--- config.mk ---
export PLATFORM = sky130hd
export DESIGN_NAME = alu_issue_stage
export DESIGN_NICKNAME = d
export VERILOG_FILES = /design/src/rtl/alu_issue_stage_pkg.sv /design/src/rtl/alu_issue_stage_alu_ctrl_dec.sv /design/src/rtl/alu_issue_stage.sv
export SDC_FILE = /design/constraint.sdc
export NUM_CORES = 1
export LEC_CHECK = 0
export BUFFER_PORTS_ARGS = -buffer_cell sky130_fd_sc_hd__buf_2
export CAP_MARGIN = 20
export CORE_ASPECT_RATIO = 1.75
export CORE_UTILIZATION = 50
export CTS_BUF_LIST = sky130_fd_sc_hd__clkbuf_8
export CTS_CLUSTER_SIZE = 16
export DETAILED_ROUTE_END_ITERATION = 6
export PLACE_DENSITY = 0.79
export REMOVE_ABC_BUFFERS = 1
export SLEW_MARGIN = 5
export SYNTH_ARGS = -nofsm -noshare
export SYNTH_HDL_FRONTEND = slang
export SYNTH_SLANG_ARGS = --single-unit
--- constraint.sdc ---
create_clock -name clk_i -period 4.34 [get_ports clk_i]
set_clock_uncertainty 0.05 [all_clocks]
set_input_delay 0.217 -clock clk_i [delete_from_list [all_inputs] [get_ports clk_i]]
set_output_delay 0.217 -clock clk_i [all_outputs]
set_load 0.005 [all_outputs]
--- src/rtl/alu_issue_stage_pkg.sv ---
// Shared constants for the ALU issue stage: datapath width, ALU control codes,
// R-type function codes and alu_op encodings.
package alu_issue_stage_pkg;

    localparam int unsigned WORD = 8;

    typedef enum logic [3:0] {
        CTRL_AND = 4'b0000,
        CTRL_OR  = 4'b0001,
        CTRL_ADD = 4'b0010,
        CTRL_XOR = 4'b0011,
        CTRL_SUB = 4'b0110,
        CTRL_SLT = 4'b0111,
        CTRL_NOR = 4'b1100,
        CTRL_NOP = 4'b1111
    } alu_ctrl_e;

    typedef enum logic [1:0] {
        ALUOP_ADD   = 2'b00,
        ALUOP_SUB   = 2'b01,
        ALUOP_RTYPE = 2'b10,
        ALUOP_ORI   = 2'b11
    } alu_op_e;

    localparam logic [5:0] FUNCT_ADD = 6'h20;
    localparam logic [5:0] FUNCT_SUB = 6'h22;
    localparam logic [5:0] FUNCT_AND = 6'h24;
    localparam logic [5:0] FUNCT_OR  = 6'h25;
    localparam logic [5:0] FUNCT_XOR = 6'h26;
    localparam logic [5:0] FUNCT_NOR = 6'h27;
    localparam logic [5:0] FUNCT_SLT = 6'h2A;

endpackage

--- src/rtl/alu_issue_stage_alu_ctrl_dec.sv ---
// Combinational ALU control decoder: alu_op/funct -> 4-bit ALU ctrl,
// illegal flag and overflow-meaningful flag (add/sub only).
module alu_ctrl_dec
    import alu_issue_stage_pkg::*;
(
    input  logic [1:0] alu_op_i,
    input  logic [5:0] funct_i,
    output logic [3:0] ctrl_o,
    output logic       illegal_o,
    output logic       ovf_chk_o
);

    always_comb begin
        ctrl_o    = CTRL_NOP;
        illegal_o = 1'b0;
        ovf_chk_o = 1'b0;
        case (alu_op_i)
            ALUOP_ADD: begin
                ctrl_o    = CTRL_ADD;
                ovf_chk_o = 1'b1;
            end
            ALUOP_SUB: begin
                ctrl_o    = CTRL_SUB;
                ovf_chk_o = 1'b1;
            end
            ALUOP_ORI: ctrl_o = CTRL_OR;
            default: begin
                case (funct_i)
                    FUNCT_ADD: begin
                        ctrl_o    = CTRL_ADD;
                        ovf_chk_o = 1'b1;
                    end
                    FUNCT_SUB: begin
                        ctrl_o    = CTRL_SUB;
                        ovf_chk_o = 1'b1;
                    end
                    FUNCT_AND: ctrl_o = CTRL_AND;
                    FUNCT_OR:  ctrl_o = CTRL_OR;
                    FUNCT_XOR: ctrl_o = CTRL_XOR;
                    FUNCT_NOR: ctrl_o = CTRL_NOR;
                    FUNCT_SLT: ctrl_o = CTRL_SLT;
                    default: begin
                        // NOP ctrl makes the ALU produce 0 for illegal ops
                        ctrl_o    = CTRL_NOP;
                        illegal_o = 1'b1;
                    end
                endcase
            end
        endcase
    end

endmodule

--- src/rtl/alu_issue_stage.sv ---
// Issue stage feeding a clocked ALU: S1 issue slot, S2 result slot aligned with
// the ALU's registered output. Optional result forwarding under ALU_ISSUE_FWD_EN.
module alu_issue_stage
    import alu_issue_stage_pkg::*;
#(
    parameter int unsigned WIDTH = WORD,
    parameter int unsigned TAG_W = 4
) (
    input  logic             clk_i,
    input  logic             rst_ni,
    input  logic             in_valid_i,
    output logic             in_ready_o,
    input  logic [1:0]       alu_op_i,
    input  logic [5:0]       funct_i,
    input  logic [WIDTH-1:0] rs_data_i,
    input  logic [WIDTH-1:0] rt_data_i,
    input  logic [WIDTH-1:0] imm_i,
    input  logic             alu_src_i,
    input  logic [4:0]       rs_idx_i,
    input  logic [4:0]       rt_idx_i,
    input  logic [4:0]       rd_idx_i,
    input  logic [TAG_W-1:0] tag_i,
    input  logic             flush_i,
    output logic [3:0]       alu_ctrl_o,
    output logic [WIDTH-1:0] alu_a_o,
    output logic [WIDTH-1:0] alu_b_o,
    input  logic [WIDTH-1:0] alu_result_i,
    output logic             res_valid_o,
    input  logic             res_ready_i,
    output logic [TAG_W-1:0] res_tag_o,
    output logic             res_illegal_o,
    output logic             res_ovf_chk_o
);

    logic [3:0] dec_ctrl;
    logic       dec_illegal;
    logic       dec_ovf_chk;

    alu_ctrl_dec u_dec (
        .alu_op_i  (alu_op_i),
        .funct_i   (funct_i),
        .ctrl_o    (dec_ctrl),
        .illegal_o (dec_illegal),
        .ovf_chk_o (dec_ovf_chk)
    );

    logic             s1_valid_q, s1_valid_d;
    logic [3:0]       s1_ctrl_q, s1_ctrl_d;
    logic [WIDTH-1:0] s1_a_q, s1_a_d, s1_b_q, s1_b_d;
    logic [TAG_W-1:0] s1_tag_q, s1_tag_d;
    logic [4:0]       s1_rd_q, s1_rd_d;
    logic             s1_illegal_q, s1_illegal_d;
    logic             s1_ovf_q, s1_ovf_d;

    logic             s2_valid_q, s2_valid_d;
    logic [3:0]       s2_ctrl_q, s2_ctrl_d;
    logic [WIDTH-1:0] s2_a_q, s2_a_d, s2_b_q, s2_b_d;
    logic [TAG_W-1:0] s2_tag_q, s2_tag_d;
    logic [4:0]       s2_rd_q, s2_rd_d;
    logic             s2_illegal_q, s2_illegal_d;
    logic             s2_ovf_q, s2_ovf_d;

    logic             stall;
    logic             accept;
    logic [WIDTH-1:0] s1_a_drv, s1_b_drv;

    assign stall      = s2_valid_q & ~res_ready_i;
    assign in_ready_o = ~flush_i & (~s1_valid_q | ~stall);
    assign accept     = in_valid_i & in_ready_o;

`ifdef ALU_ISSUE_FWD_EN
    logic [4:0] s1_rs_q, s1_rs_d, s1_rt_q, s1_rt_d;
    logic       s1_use_rt_q, s1_use_rt_d;

    // S2's result is on alu_result_i while it sits in S2, so it can bypass the stale register read
    always_comb begin
        s1_a_drv = s1_a_q;
        s1_b_drv = s1_b_q;
        if (s2_valid_q && (s2_rd_q != '0)) begin
            if (s1_rs_q == s2_rd_q) s1_a_drv = alu_result_i;
            if (s1_use_rt_q && (s1_rt_q == s2_rd_q)) s1_b_drv = alu_result_i;
        end
    end

    always_comb begin
        s1_rs_d     = s1_rs_q;
        s1_rt_d     = s1_rt_q;
        s1_use_rt_d = s1_use_rt_q;
        if (!flush_i && accept) begin
            s1_rs_d     = rs_idx_i;
            s1_rt_d     = rt_idx_i;
            s1_use_rt_d = ~alu_src_i;
        end
    end

    always_ff @(posedge clk_i or negedge rst_ni) begin
        if (!rst_ni) begin
            s1_rs_q     <= '0;
            s1_rt_q     <= '0;
            s1_use_rt_q <= 1'b0;
        end else begin
            s1_rs_q     <= s1_rs_d;
            s1_rt_q     <= s1_rt_d;
            s1_use_rt_q <= s1_use_rt_d;
        end
    end
`else
    logic unused_fwd;
    assign unused_fwd = ^{rs_idx_i, rt_idx_i, alu_result_i, s2_rd_q};
    assign s1_a_drv   = s1_a_q;
    assign s1_b_drv   = s1_b_q;
`endif

    // Under stall, replay S2 so the registered ALU output stays stable
    always_comb begin
        alu_ctrl_o = CTRL_NOP;
        alu_a_o    = '0;
        alu_b_o    = '0;
        if (stall) begin
            alu_ctrl_o = s2_ctrl_q;
            alu_a_o    = s2_a_q;
            alu_b_o    = s2_b_q;
        end else if (s1_valid_q) begin
            alu_ctrl_o = s1_ctrl_q;
            alu_a_o    = s1_a_drv;
            alu_b_o    = s1_b_drv;
        end
    end

    always_comb begin
        s1_valid_d   = s1_valid_q;
        s1_ctrl_d    = s1_ctrl_q;
        s1_a_d       = s1_a_q;
        s1_b_d       = s1_b_q;
        s1_tag_d     = s1_tag_q;
        s1_rd_d      = s1_rd_q;
        s1_illegal_d = s1_illegal_q;
        s1_ovf_d     = s1_ovf_q;
        s2_valid_d   = s2_valid_q;
        s2_ctrl_d    = s2_ctrl_q;
        s2_a_d       = s2_a_q;
        s2_b_d       = s2_b_q;
        s2_tag_d     = s2_tag_q;
        s2_rd_d      = s2_rd_q;
        s2_illegal_d = s2_illegal_q;
        s2_ovf_d     = s2_ovf_q;
        if (flush_i) begin
            s1_valid_d = 1'b0;
            s2_valid_d = 1'b0;
        end else begin
            if (!stall) begin
                s2_valid_d   = s1_valid_q;
                s2_ctrl_d    = alu_ctrl_o;
                s2_a_d       = alu_a_o;
                s2_b_d       = alu_b_o;
                s2_tag_d     = s1_tag_q;
                s2_rd_d      = s1_rd_q;
                s2_illegal_d = s1_illegal_q;
                s2_ovf_d     = s1_ovf_q;
            end
            // An empty S1 may refill even while S2 is stalled
            if (accept) begin
                s1_valid_d   = 1'b1;
                s1_ctrl_d    = dec_ctrl;
                s1_a_d       = rs_data_i;
                s1_b_d       = alu_src_i ? imm_i : rt_data_i;
                s1_tag_d     = tag_i;
                s1_rd_d      = rd_idx_i;
                s1_illegal_d = dec_illegal;
                s1_ovf_d     = dec_ovf_chk;
            end else if (!stall) begin
                s1_valid_d = 1'b0;
            end
        end
    end

    always_ff @(posedge clk_i or negedge rst_ni) begin
        if (!rst_ni) begin
            s1_valid_q   <= 1'b0;
            s1_ctrl_q    <= '0;
            s1_a_q       <= '0;
            s1_b_q       <= '0;
            s1_tag_q     <= '0;
            s1_rd_q      <= '0;
            s1_illegal_q <= 1'b0;
            s1_ovf_q     <= 1'b0;
            s2_valid_q   <= 1'b0;
            s2_ctrl_q    <= '0;
            s2_a_q       <= '0;
            s2_b_q       <= '0;
            s2_tag_q     <= '0;
            s2_rd_q      <= '0;
            s2_illegal_q <= 1'b0;
            s2_ovf_q     <= 1'b0;
        end else begin
            s1_valid_q   <= s1_valid_d;
            s1_ctrl_q    <= s1_ctrl_d;
            s1_a_q       <= s1_a_d;
            s1_b_q       <= s1_b_d;
            s1_tag_q     <= s1_tag_d;
            s1_rd_q      <= s1_rd_d;
            s1_illegal_q <= s1_illegal_d;
            s1_ovf_q     <= s1_ovf_d;
            s2_valid_q   <= s2_valid_d;
            s2_ctrl_q    <= s2_ctrl_d;
            s2_a_q       <= s2_a_d;
            s2_b_q       <= s2_b_d;
            s2_tag_q     <= s2_tag_d;
            s2_rd_q      <= s2_rd_d;
            s2_illegal_q <= s2_illegal_d;
            s2_ovf_q     <= s2_ovf_d;
        end
    end

    assign res_valid_o   = s2_valid_q;
    assign res_tag_o     = s2_valid_q ? s2_tag_q : '0;
    assign res_illegal_o = s2_valid_q & s2_illegal_q;
    assign res_ovf_chk_o = s2_valid_q & s2_ovf_q;

endmodule

==> impl_metrics.yaml, run 1 <==
outcome:
  status: "complete, no violations"
power:
  vdd_drop_max_v: 0.000292
  intPower_uw: 763
  p_sw_uw: 279
  p_leak_uw: 0.00149
  p_sw_frac: 0.268
  share_comb_of_total_power: 0.149
  power_frac_seq: 0.570
  p_clk_frac: 0.282
  p_per_area_mw_per_mm2: 349
synthesis:
  postSynthAreaPerCell_um2: 8.90
  synth.most_common_cell: "nand2_1"
  ys_types: 30
  synth-edff-count: 0
  yosys.area.top_type: "dfrtp_1"
  yosys-top-cells-area: "dfrtp_1 (53%), nand2_1 (15%), o21ai_0 (8.7%)"
  yosys_warnings: 0
  netlist_area_mm2: 0.00254
  netlist_instances: 285
  synth_top_area_share: 0.533
  ys_ff_latch: 54
  synth_seq_area_share: 0.533
  async_reset_ff_frac: 1.00
  synth_common_cells: "nand2_1 (100), dfrtp_1 (54), o21ai_0 (44)"
  ys.flop_type: "dfrtp_1"
global_routing:
  grt_max_degree: 55
  grt-ovfl-total: 0
  antenna_found_initial: 0
  first_global_vias: 1973
  grt_pass1_wl_mm: 8.54
  grtUsageTotal: 0.200
clocking:
  clk_pin_slew_worst_paths_ns: 0.10
  cts.path.max_buffers: 2
  post-cts-setup-buffers: 0
  clock_latency_ns: 0.30
  cts_sinks: 54
  numCtsBuffers: 5
  htreeDepth: 2
  cts_tree: "done"
  clockRootBuffer: "clkbuf_8"
detailed_routing:
  antenna_left: 0
  vias: 2085
  dr.first_iter.drc_count: 42
  drc_errors: 0
  wirelength_mm: 5.19
  wl_per_cell_um: 12.9
  avgViaCountPerCell: 5.20
  drtPass1Iterations: 4
hold_path:
  hold_path.class: "primary input to flip-flop"
timing:
  drv_slew: 0
  period_share: 0.571
  finalSetupTns_ns: 0
  max-slew-margin-rel: 0.389
  hold_ws_ns: 0.0521
  hold_viol_final: 0
  max_freq_mhz: 404
  worst_pin_slew_ns: 0.916
  setup_viol: 0
  rsz0062_at_grt: "no"
  finalCriticalPeriod_ns: 2.48
setup_path:
  critical_path.cell_chain: "nor2b_4 > a211o_1 > o21ai_0"
  critical-path-top-delay-family: "compound AO/OA/AOI/OAI gates"
  worstSetupPathType: "flip-flop to flip-flop"
  required_ns: 4.44
  endpoint_kind: "flip-flop"
  crit_slowest_cell: "a211o_1"
  crit_fanout: 37
  critPathLaunchType: "flip-flop"
  crit_buf_inv: 0
  slowest_delay_ns: 0.84
  cp_data_arrival_time_ns: 2.58
floorplanning:
  die_area_mm2: 0.00538
  num_io_pins: 93
  core_area_mm2: 0.00493
  start_util: 0.514
  die_y_um: 96.2
  die_w_um: 55.9
  row_count: 34
placement:
  place_inst: 392
  gp_congestion: 0.750
  io_buffers: 69
  dpl.hpwl_mm: 3.72
cells_and_area:
  fill_cells: 450
  syn2layout_area_growth_pct: 17.6
  layout-drive-gt1-share: 0.256
  fin_nets: 411
  stdcell_count: 401
  antenna_cells: 0
run:
  drv_cap: 0
[power groups by stage]
stage          clock, uW  sequential, uW  combinational [uW]
3_5_place_dp           0             604                 157
4_1_cts              300             593                 158
2_1_floorplan          0             595                88.3
3_3_place_gp           0             600                 151
5_1_grt              316             601                 179
6_report             294             594                 155
[kinds of logic (layout without fill, tap and decap cells)]
logic type | Yosys count | in the layout | share of synthesized area
AND/OR/NAND/NOR | 131 | 131 | 0.219
AO/OA/AOI/OAI | 63 | 63 | 0.140
flip-flops | 54 | 54 | 0.533
buffers and inverters | 21 | 83 | 0.0404
multiplexers | 15 | 15 | 0.0641
XOR/XNOR | 1 | 1 | 0.00345
[path summary, 6_finish.rpt]
path / slack [ns] / cells after the start / startpoint / to
max: 1.86 / 3 / res_valid_o$_DFFE_PN0P_ / s1_b_drv[1]$_DFFE_PN0P_
min: 0.05 / 3 / tag_i[0] / s1_tag_q[0]$_DFFE_PN0P_
max reg2reg: 1.86 / 3 / res_valid_o$_DFFE_PN0P_ / s1_b_drv[1]$_DFFE_PN0P_
min reg2reg: 0.43 / 2 / s1_tag_q[0]$_DFFE_PN0P_ / s1_tag_q[0]$_DFFE_PN0P_
max in group asynchronous: 3.30 / 3 / rst_ni / s1_b_drv[6]$_DFFE_PN0P_
min in group asynchronous: 0.50 / 3 / rst_ni / s2_a_q[7]$_DFFE_PN0P_
[cells in the final DEF, fill, tap and decap left out, types with 6 or more instances in the layout]
cell,n
a21oi_1,7
and2_1,6
buf_2,69
clkbuf_8,6
dfrtp_1,54
mux2_2,6
mux2i_1,8
nand2_1,100
nand2b_1,6
nor2_1,8
o21ai_0,44
[worst min-delay path: stages]
cell	delay [ns]
buf_2	0.08
nand2_1	0.04
nand2_1	0.04
[flip-flops by register name, summed over array words and instances (netlist names)]
signal        flops
s2_tag_q          4
s1_tag_q          4
s1_illegal_q      1
s2_b_q            8
s1_ctrl_q         4
s2_illegal_q      1
s1_b_drv          8
s2_a_q            8
res_valid_o       1
s2_ovf_q          1
s1_ovf_q          1
s2_ctrl_q         4
s1_a_drv          8
s1_valid_q        1
[metrics by stage]
stage | util | power [uW] | cell area (um^2) | worst slack [ns]
after floorplan | - | 683 | 2450 | 2.38
after global placement | 0.582 | 752 | 2870 | 1.91
after detailed placement | 0.582 | 760 | 2870 | 1.85
after CTS | 0.604 | 1050 | 2980 | 1.85
after global routing | 0.604 | 1100 | 2980 | 1.60
final | 0.604 | 1040 | 2980 | 1.86
[what timing repair did]
| item | in CTS | in global routing |
|---|---|---|
| gates resized for setup | 0 | 0 |
| hold endpoints to repair | 4 | 0 |
| hold buffers | 1 | 0 |
[layout make-up]
cell class | instances | area (um^2) | share of cell area
repair buffers | 72 | 370 | 0.124
clock buffers | 6 | 82.6 | 0.0277
well taps | 54 | 67.6 | 0.0227
flip-flops and latches | 54 | 1350 | 0.453
multi-input cells | 210 | 1080 | 0.363
clock inverters | 2 | 16.3 | 0.00545
inverters | 3 | 11.3 | 0.00378
[per-layer routing]
layer  up-vias  track usage  part of all wire
met3         4       0.0309             0.032
met5         -            0                 0
met2        46        0.388              0.55
li1       1059            -                 -
met4         0       0.0671            0.0091
met1       976        0.221              0.40
Power figures use the tool's default switching activity.
==> inputs of run 2 (changes only) <==
==> constraint.sdc (replaced) <==
create_clock -name clk_i -period 2.29 [get_ports clk_i]
set_clock_uncertainty 0.05 [all_clocks]
set_input_delay 0.1145 -clock clk_i [delete_from_list [all_inputs] [get_ports clk_i]]
set_output_delay 0.1145 -clock clk_i [all_outputs]
set_load 0.005 [all_outputs]
==> run 2 against run 1 <==
Sequential share of layout area shrank 2.3 points; worst setup slack got worse by 1.5 ns; cell count up 4.5%; clock power up 83%; first-iteration DRC count grew 48%; highest routed layer unchanged; hold slack worse by 0.041 ns; sequential cell count stayed put; critical endpoint is now alu_b_o[5]; via count rose by 2.6%; die area unchanged; largest cell class unchanged.
==> impl_metrics.yaml, run 2 (synthesis results as in run 1) <==
power:
  p_sw_uw: 520
  share_comb_of_total_power: 0.162
  p_sw_frac: 0.263
  intPower_uw: 1460
  p_clk_frac: 0.272
  power_frac_seq: 0.566
  vdd_drop_max_v: 0.000506
  p_leak_uw: 0.00157
  p_per_area_mw_per_mm2: 629
detailed_routing:
  wirelength_mm: 5.32
  avgViaCountPerCell: 5.11
  drtPass1Iterations: 4
  vias: 2139
  antenna_left: 0
  dr.first_iter.drc_count: 62
  drc_errors: 0
  wl_per_cell_um: 12.7
setup_path:
  worstSetupPathType: "flip-flop to output port"
  crit_slowest_cell: "dfrtp_1"
  endpoint_kind: "output port"
  required_ns: 2.13
  slowest_delay_ns: 0.49
  crit_fanout: 34
  critical_path.cell_chain: "nor2b_4 > buf_4 > nand2_1 > o21ai_0 > buf_2"
  cp_data_arrival_time_ns: 1.75
  critPathLaunchType: "flip-flop"
run:
  drv_cap: 0
cells_and_area:
  final_area_mm2: 0.00314
  final_cell_mix: "nand2_1 (100), buf_2 (69), dfrtp_1 (54)"
  antenna_cells: 0
  layout-drive-gt1-share: 0.255
  syn2layout_area_growth_pct: 23.9
  final_common_cell: "nand2_1"
  fin_nets: 429
floorplanning:
  start_util: 0.514
  core_area_mm2: 0.00493
  die_y_um: 96.2
  die_w_um: 55.9
  row_count: 34
  num_io_pins: 93
  die_area_mm2: 0.00538
timing:
  finalCriticalPeriod_ns: 1.91
  max-slew-margin-rel: 0.395
  rsz0062_at_grt: "no"
  period_share: 0.836
  max_freq_mhz: 523
  finalSetupTns_ns: 0
  drv_slew: 0
  setup_viol: 0
  worst_pin_slew_ns: 0.907
  hold_viol_final: 0
clocking:
  htreeDepth: 2
  clockRootBuffer: "clkbuf_8"
  ctsResizeCount: 0
  post-cts-setup-buffers: 0
  clk_pin_slew_worst_paths_ns: 0.09
  clock_latency_ns: 0.31
  cts_tree: "done"
  numCtsBuffers: 5
  cts_sinks: 54
  cts.path.max_buffers: 2
  cts_hold_buf: 14
placement:
  io_buffers: 69
  dpl.hpwl_mm: 3.75
  place_area_mm2: 0.00291
  gp_congestion: 0.795
global_routing:
  grt_pass1_wl_mm: 8.89
  grtUsageTotal: 0.214
  grt-ovfl-total: 0
  first_global_vias: 2053
  grt_max_degree: 55
  antenna_found_initial: 0
outcome:
  status: "complete, no violations"
hold_path:
  hold_path.class: "primary input to flip-flop"
==> run 2: changes by cell type in the layout (fill, tap and decap cells not counted), sizes merged <==
cell / delta
clkinvlp: -1
dlygate4sd3: +13
buf: +5
clkinv: +1
==> run 2: final cells by class <==
cell class | count | area (um^2)
multi-input cells | 210 | 1080
fillers | 452 | 1790
clock inverters | 2 | 8.76
clock buffers | 6 | 82.6
flip-flops and latches | 54 | 1350
repair buffers | 90 | 538
well taps | 54 | 67.6
inverters | 3 | 11.3
==> run 2: metrics by stage <==
step / hold WS (ns) / worst slack (ns) / util / instances / total power, uW
finish: 0.0113 / 0.377 / 0.637 / 419 / 1980
global route: 0.0205 / 0.167 / 0.637 / 419 / 2090
CTS: 0.0134 / 0.330 / 0.637 / 419 / 2000
detailed placement: 0.230 / 0.372 / 0.590 / 397 / 1450
global placement: 0.223 / 0.395 / 0.590 / 397 / 1430
floorplan: -0.231 / 0.329 / - / 267 / 1290
==> run 2: layer usage <==
layer,wire length [um],vias to the layer above,track usage
li1,-,1094,-
met1,2140,990,0.242
met2,2910,43,0.398
met3,165,12,0.0363
met4,107,0,0.0894
met5,0,-,0
==> run 2: critical path: cells and delay by family, from the launching register on <==
family	cells	cell delay [ns]
compound gates	1	0.11
simple gates	2	0.35
flops	1	0.49
buf+inv	2	0.48
==> run 2: final timing paths <==
kind,start,to,slack (ns),cells past startpoint
max in group asynchronous,rst_ni,s1_b_drv[6]$_DFFE_PN0P_,1.33,3
max reg2reg,res_valid_o$_DFFE_PN0P_,s1_b_drv[2]$_DFFE_PN0P_,0.38,3
min in group asynchronous,rst_ni,s1_a_drv[7]$_DFFE_PN0P_,0.42,3
min,flush_i,res_valid_o$_DFFE_PN0P_,0.01,2
max,res_valid_o$_DFFE_PN0P_,alu_b_o[5],0.38,5
min reg2reg,s1_tag_q[0]$_DFFE_PN0P_,s1_tag_q[0]$_DFFE_PN0P_,0.43,2
==> run 2: power by group through the flow <==
stage	clock, uW	sequential [uW]	combinational [uW]
after floorplan	0	1130	167
after global placement	0	1130	298
after detailed placement	0	1140	308
after CTS	552	1120	326
after global routing	587	1130	369
final	537	1120	321
